File: src/rtl/prod_accum_pkg.sv
// prod_accum_pkg: shared types, default widths and the saturating-add helper
// used by the product accumulator.
//   state_t          : burst FSM states (IDLE, ACCUM, HOLD)
//   DEF_*_WIDTH      : default widths for the accumulator datapath
//   sat_sum/sat_ovf  : width-generic saturating add; operands are passed
//                      zero-extended to SAT_MAX_W bits, width selects the limit
package prod_accum_pkg;

   typedef enum logic [1:0] {
      IDLE,
      ACCUM,
      HOLD
   } state_t;

   localparam int unsigned DEF_PROD_WIDTH = 9;
   localparam int unsigned DEF_ACC_WIDTH  = 16;
   localparam int unsigned DEF_CNT_WIDTH  = 4;

   // Widest accumulator the helpers support (width must be < SAT_MAX_W + 1).
   localparam int unsigned SAT_MAX_W = 32;

   // Saturated value of acc + addend, clipped to 2^width - 1.
   function automatic logic [SAT_MAX_W-1:0] sat_sum(
      input logic [SAT_MAX_W-1:0] acc,
      input logic [SAT_MAX_W-1:0] addend,
      input int unsigned          width
   );
      logic [SAT_MAX_W:0] total;
      logic [SAT_MAX_W:0] limit;
      total = {1'b0, acc} + {1'b0, addend};
      limit = ((SAT_MAX_W+1)'(1) << width) - (SAT_MAX_W+1)'(1);
      return SAT_MAX_W'((total > limit) ? limit : total);
   endfunction

   // Set when acc + addend does not fit in width bits.
   function automatic logic sat_ovf(
      input logic [SAT_MAX_W-1:0] acc,
      input logic [SAT_MAX_W-1:0] addend,
      input int unsigned          width
   );
      logic [SAT_MAX_W:0] total;
      logic [SAT_MAX_W:0] limit;
      total = {1'b0, acc} + {1'b0, addend};
      limit = ((SAT_MAX_W+1)'(1) << width) - (SAT_MAX_W+1)'(1);
      return (total > limit);
   endfunction

endpackage

File: src/rtl/prod_accum_sat_adder.sv
// sat_adder: combinational saturating adder, ACC_WIDTH accumulator plus a
// zero-extended PROD_WIDTH addend.
//   acc    in  ACC_WIDTH   current accumulator value
//   addend in  PROD_WIDTH  unsigned product to add
//   sum    out ACC_WIDTH   saturated sum (all ones on overflow)
//   ovf    out 1           sum exceeded 2^ACC_WIDTH - 1
module sat_adder
   import prod_accum_pkg::*;
#(
   parameter int unsigned ACC_WIDTH  = DEF_ACC_WIDTH,
   parameter int unsigned PROD_WIDTH = DEF_PROD_WIDTH
) (
   input  logic [ACC_WIDTH-1:0]  acc,
   input  logic [PROD_WIDTH-1:0] addend,
   output logic [ACC_WIDTH-1:0]  sum,
   output logic                  ovf
);

   always_comb begin
      sum = ACC_WIDTH'(sat_sum(SAT_MAX_W'(acc), SAT_MAX_W'(addend), ACC_WIDTH));
      ovf = sat_ovf(SAT_MAX_W'(acc), SAT_MAX_W'(addend), ACC_WIDTH);
   end

endmodule

File: src/rtl/prod_accum.sv
// prod_accum: sums a programmed number of multiplier products into a
// saturating accumulator and presents the total over a valid/ready handshake.
//   clk, rst_n   clock (rising edge), asynchronous active-low reset
//   start, len   burst request (sampled in IDLE) and product count
//   prod_valid, prod, prod_ready   product input handshake
//   acc_valid, acc_ready, acc_out, acc_ovf   result output handshake
//   busy         high whenever the FSM is not IDLE
module prod_accum
   import prod_accum_pkg::*;
#(
   parameter int unsigned INPUT1_WIDTH = 4,
   parameter int unsigned INPUT2_WIDTH = 5,
   parameter int unsigned PROD_WIDTH   = INPUT1_WIDTH + INPUT2_WIDTH,
   parameter int unsigned ACC_WIDTH    = DEF_ACC_WIDTH,
   parameter int unsigned CNT_WIDTH    = DEF_CNT_WIDTH
) (
   input  logic                  clk,
   input  logic                  rst_n,
   input  logic                  start,
   input  logic [CNT_WIDTH-1:0]  len,
   input  logic                  prod_valid,
   input  logic [PROD_WIDTH-1:0] prod,
   output logic                  prod_ready,
   output logic                  acc_valid,
   input  logic                  acc_ready,
   output logic [ACC_WIDTH-1:0]  acc_out,
   output logic                  acc_ovf,
   output logic                  busy
);

   localparam logic [CNT_WIDTH-1:0] CNT_ONE = CNT_WIDTH'(1);

   state_t                 state;
   state_t                 state_next;
   logic [CNT_WIDTH-1:0]   cnt;
   logic [CNT_WIDTH-1:0]   len_q;
   logic                   accept;
   logic                   last;
   logic [ACC_WIDTH-1:0]   sum;
   logic                   sum_ovf;

   sat_adder #(
      .ACC_WIDTH  (ACC_WIDTH),
      .PROD_WIDTH (PROD_WIDTH)
   ) u_sat_adder (
      .acc    (acc_out),
      .addend (prod),
      .sum    (sum),
      .ovf    (sum_ovf)
   );

   // len_q is never zero in ACCUM, so len_q - 1 does not wrap there.
   assign last = (cnt == len_q - CNT_ONE);

   always_ff @(posedge clk or negedge rst_n) begin
      if (!rst_n) begin
         state <= IDLE;
      end else begin
         state <= state_next;
      end
   end

   always_comb begin
      state_next = state;
      prod_ready = 1'b0;
      accept     = 1'b0;
      busy       = (state != IDLE);
      case (state)
         IDLE: begin
            if (start) begin
               state_next = (len == '0) ? HOLD : ACCUM;
            end
         end
         ACCUM: begin
            prod_ready = 1'b1;
            accept     = prod_valid;
            if (prod_valid && last) begin
               state_next = HOLD;
            end
         end
         HOLD: begin
            if (acc_ready) begin
               state_next = IDLE;
            end
         end
         default: state_next = IDLE;
      endcase
   end

   // The accumulator register doubles as acc_out, so the result stays
   // visible after the handshake until the next start clears it.
   always_ff @(posedge clk or negedge rst_n) begin
      if (!rst_n) begin
         acc_out   <= '0;
         acc_ovf   <= 1'b0;
         acc_valid <= 1'b0;
         cnt       <= '0;
         len_q     <= '0;
      end else begin
         if (state == IDLE && start) begin
            acc_out <= '0;
            acc_ovf <= 1'b0;
            cnt     <= '0;
            len_q   <= len;
         end else if (accept) begin
            acc_out <= sum;
            acc_ovf <= acc_ovf | sum_ovf;
            cnt     <= cnt + CNT_ONE;
         end
         acc_valid <= (state_next == HOLD);
      end
   end

endmodule

File: config.mk
export PLATFORM = sky130hd
export DESIGN_NAME = prod_accum
export DESIGN_NICKNAME = d
export VERILOG_FILES = /design/src/rtl/prod_accum_pkg.sv /design/src/rtl/prod_accum_sat_adder.sv /design/src/rtl/prod_accum.sv
export SDC_FILE = /design/constraint.sdc
export NUM_CORES = 1
export LEC_CHECK = 0
export CORE_ASPECT_RATIO = 1.4
export CORE_UTILIZATION = 50
export CTS_CLUSTER_DIAMETER = 40
export DETAILED_ROUTE_END_ITERATION = 8
export GPL_ROUTABILITY_DRIVEN = 0
export PLACE_DENSITY_LB_ADDON = 0.12
export SETUP_SLACK_MARGIN = 0.02
export SLEW_MARGIN = 10
export SYNTH_ARGS = -nofsm -noshare
export SYNTH_HDL_FRONTEND = slang
export SYNTH_HIERARCHICAL = 1
export SYNTH_SLANG_ARGS = --single-unit
File: constraint.sdc
create_clock -name clk -period 3.4 [get_ports clk]
set_input_delay 0.85 -clock clk [delete_from_list [all_inputs] [get_ports clk]]
set_output_delay 0.85 -clock clk [all_outputs]
set_load 0.01 [all_outputs]
# == After elaboration in Yosys (flattened, before gate mapping) ==
# Cells that the tools add are included.
# word_totals
register_bits,28
inputBits,18
output_inout_bits,20
elab_cells,35
# classes
addsub,3
magnitude_cmp,1
n_eq_ne,4
n_mux,14
bitwise_logic,1
n_reduce_logical,6
# op_table
operator,count
16-bit two-way mux,3
16-bit by 9-bit adder with 17-bit output,1
"17-bit by 16-bit greater-than comparator with 1-bit output, second input constant",1
2-bit two-way mux,4
4-bit two-way mux,2
2-bit case mux with 3 select lines,1
"4-bit by 1-bit adder with 4-bit output, second input constant",1
"2-bit equality test, second input constant",2
4-bit equality test,1
4-bit logical NOT,1
1-bit two-way mux,4
2-bit nonzero test,2
"4-bit by 1-bit subtractor with 4-bit output, second input constant",1
"2-bit by 1-bit equality test with 1-bit output, second input constant",1
1-bit logical AND,2
2-bit logical NOT,1
1-bit bitwise OR,1

# == Longest topological paths before layout ==
# Gate-level depths: netlist of run 1.
# depth
word_depth,6
ltp_mapped,12
ltp_nobuf,10

# == Modules after synthesis ==
# The synthesis of run 1 kept the hierarchy.
# modules_own_cells
module,instances,cells_each,area_per_inst_um2,seq_area_each_um2
prod_accum,1,94,1232.4,700.7
sat_adder,1,112,752.0,0.0

# == Least setup slack after synthesis of run 1 ==
# Ideal clock, no wire load.
# synth_timing
path_type,input to register
startpoint,in prod[0]
endpoint,reg acc_out[12]
setup_ps,121
arrival_time_ps,2548
t_required_ps,3279
setup_slack_ps,731
path_stages,9
path_buffers,0
cell_sequence,ha_1 inv_1 fa_1 nand2b_1 a21oi_2 o21ai_1 a21oi_1 mux2_2 a22o_1
# synth_via
elab_chain_len,5
# synth_rtl
item,line_no,rtl
from (decl),prod_accum.sv:22,"input logic [PROD_WIDTH-1:0] prod,"
16-bit by 9-bit adder with 17-bit output *,prod_accum_pkg.sv:30,"total = {1'b0, acc} + {1'b0, addend};"
17-bit by 16-bit greater-than comparator with 1-bit output,prod_accum_pkg.sv:32,return SAT_MAX_W'((total > limit) ? limit : total);
16-bit two-way mux *,prod_accum_pkg.sv:32,
net sum[12],prod_accum.sv:39,logic [ACC_WIDTH-1:0] sum;
16-bit two-way mux *,prod_accum.sv:105,end else if (accept) begin
16-bit two-way mux *,prod_accum.sv:100,if (state == IDLE && start) begin
to (signal assigned),prod_accum.sv:106,acc_out <= sum;
to (decl),prod_accum.sv:26,"output logic [ACC_WIDTH-1:0] acc_out,"
# Mark *: on every way through the listed nets, which the timed path passes. The rest lies on a longest branch. The select of a mux whose other input is x is not followed.
# A chain may end at the register's enable or synchronous reset.

# == Final worst setup path of run 1 ==
# Same ends and word-level chain as after synthesis.

==> flow_summary.ini, run 1 <==
[placement]
placed_cells_incl_taps = 280
io_buffers = 37
hpwlAfterDp_um = 3040

[finish]
antennaDiodeCount = 0
final_cell_mix = clkdlybuf4s50_1 (37), dfrtp_1 (28), nand2_1 (21)
layout.nets = 273
multi_input_area_sq_um = 1160
nFillCells = 356
layout_commonest_cell = clkdlybuf4s50_1
stdcell_count = 283
drive_gt1_share_pct = 11.6
ff_latch_area_sq_um = 701
area_delta_synth_final_pct = 20.6

[worst_setup_path]
timing.rr.end = acc_out[7]$_DFFE_PN0P_
reg2regPathDepth = 9
r2r_start = acc_out[0]$_DFFE_PN0P_
cp-end-kind = register
worstSetupPathType = primary input to register
reg2reg_slack_ps = 1040
crit_path_start_kind = primary input
cp_max_fo = 4
arrival_ps = 3160
cp.required_ps = 3560

[clock_tree]
root_buffer = clkbuf_8
cts_buffers = 3
cts_hold_buf = 0
insertion_delay_ps = 270
cts_buffer_depth = 2
cts_max_level = 1
post_cts_buffers = 0
cts_sinks = 28
cts_tree = built
post_cts_resized = 0
path_clk_slew_ps = 90

[timing]
max-slew-margin-rel_pct = 62.7
max_freq_mhz = 334
period_needed_ps = 2990
worst_slew_pin_slew_ps = 556
finalHoldViolations = 0
final-setup-viol-count = 0
drv_slew = 0
tns_ps = 0
clock_skew_ps = 3.72
period_share_pct = 88.0
rsz0062_at_grt = false

[logic_synthesis]
synth.distinct_cells = 49
avgSynthCellArea_sq_um = 9.63
yosys_warnings = 6
synth_compound_area_share_pct = 23.5
synthArstFlopShare_pct = 100
synthMuxAreaShare_pct = 3.28
synth-simple-area-share_pct = 18.0
syn_inst = 206
synthAdderAreaFrac_pct = 7.94
ys_seq_elements = 28
syn_area_sq_um = 1980
ys.flop_type = dfrtp_1
synthXorXnorAreaFrac_pct = 5.55
synth_top_family_by_area = compound AO/OA/AOI/OAI gates
syn_nets = 236
synth_edf_count = 0
seq_area_frac_synth_pct = 35.3

[power]
ir_worst_vdd_v = 0.000479
p_leak_nw = 1.04
p_clk_share_pct = 9.0
p_per_area_nw_per_um2 = 816
intPower_mw = 1.15
p_switching_uw = 805
comb_power_share_pct = 60.3
swShare_pct = 41.3
power_frac_seq_pct = 30.7

[floorplanning]
rows = 26
core_sq_um = 3710
die-width_um = 55.2
dieArea_sq_um = 4230
io_pins = 38
start_util_pct = 53.5
die_h_um = 76.5

[route]
drt-total-wl_um = 4110
first_iter_violations = 44
vias_per_cell = 6.02
drc = 0
antenna_left = 0
vias = 1704
post_drt_wl_per_cell_um = 14.5
drt_first_pass_iters = 4

[grt]
track_usage_pct = 20.3
overflow = 0
grt_pass1_wl_um = 7000
grt_max_degree = 29
antenna_found_initial = 0
grt_pass1_vias = 1571

[job]
cap_violations = 0

[hold_path]
holdPathStages = 1
min_to = len_q[3]$_DFFE_PN0P_
min_from = len_q[3]$_DFFE_PN0P_
hp-class = register to register

[run_status]
status = complete, no violations
## power by group through the flow
stage / Sequential [mW] / Clock [mW] / Combinational, mW
floorplan: 0.612 / 0 / 0.851
global placement: 0.607 / 0 / 1.16
detailed placement: 0.607 / 0 / 1.17
CTS: 0.603 / 0.185 / 1.18
global route: 0.622 / 0.193 / 1.30
finish: 0.600 / 0.175 / 1.18
## logic make-up (layout without fill, tap and decap cells)
group,after synthesis,after routing
compound gates,60,60
xor+xnor,11,11
fa+ha+maj,12,12
buf+inv,23,58
flops,28,28
mux,6,6
simple gates,66,66
## synthesized netlist by cell type (4+ instances only)
cell	instances	share of area (%)
dfrtp_1	28	35
ha_1	11	6.9
a22o_1	10	4.4
nand2b_1	7	2.2
inv_1	17	3.2
mux2_2	4	2.3
o21ai_0	7	1.8
a22o_2	8	4.0
buf_6	5	2.8
nand2_1	21	4.0
nand3_1	6	1.5
a21oi_1	12	3.0
nor2_1	10	1.9
xor2_1	8	3.5
nand4_1	5	1.6
## worst max path at each step
stage / from / to / slack, ps / depth (start not counted)
2_1_floorplan: prod[0] / acc_out[12]$_DFFE_PN0P_ / 730 / 9
3_3_place_gp: prod[0] / acc_out[12]$_DFFE_PN0P_ / 150 / 10
3_5_place_dp: prod[0] / acc_out[12]$_DFFE_PN0P_ / 130 / 10
4_1_cts: prod[0] / acc_out[12]$_DFFE_PN0P_ / 410 / 10
5_1_grt: prod[0] / acc_out[12]$_DFFE_PN0P_ / 280 / 10
6_report: prod[0] / acc_out[12]$_DFFE_PN0P_ / 410 / 10
## through the flow
stage | worst slack (ps) | util, % | cell area, sq um | power (mW) | hold WS, ps
after floorplan | 731 | - | 1980 | 1.46 | 502
after global placement | 146 | 63.4 | 2350 | 1.77 | 514
after detailed placement | 128 | 63.4 | 2350 | 1.78 | 519
after CTS | 413 | 64.5 | 2390 | 1.97 | 542
after global routing | 277 | 64.5 | 2390 | 2.12 | 567
final | 408 | 64.5 | 2390 | 1.95 | 537
## worst max-delay path: stages
cell and delay (ps):
clkdlybuf4s50_1 460, ha_1 160, inv_1 50, fa_1 380, nand2b_1 190, a21oi_2 200, o21ai_1 140, a21oi_1 180
mux2_2 340, a22o_1 200
## per-layer routing
metal	share of wire (%)	track usage (%)	vias to the layer above
li1	-	-	822
met1	42	24.5	821
met2	52	37.3	55
met3	4.5	2.55	6
met4	1.4	5.50	0
met5	0	0	-
## sequential cells by signal, indices dropped and copies added (netlist names)
register / cells
acc_out: 16
acc_ovf: 1
acc_valid: 1
cnt: 4
len_q: 4
state: 2
## area by class of cell
cell class / instances / share of cell area, %
multi-input combinational: 155 / 48.3
sequential: 28 / 29.3
timing repair buffer: 38 / 15.8
inverter: 17 / 2.67
tap: 42 / 2.20
clock buffer: 3 / 1.73
(Power assumes the default switching activity.)
==> run 2: changes to the inputs <==
- CTS_CLUSTER_DIAMETER: 40 -> not set
==> results of run 2 <==
Final layout, timing and power as in run 1 (identical DEF).
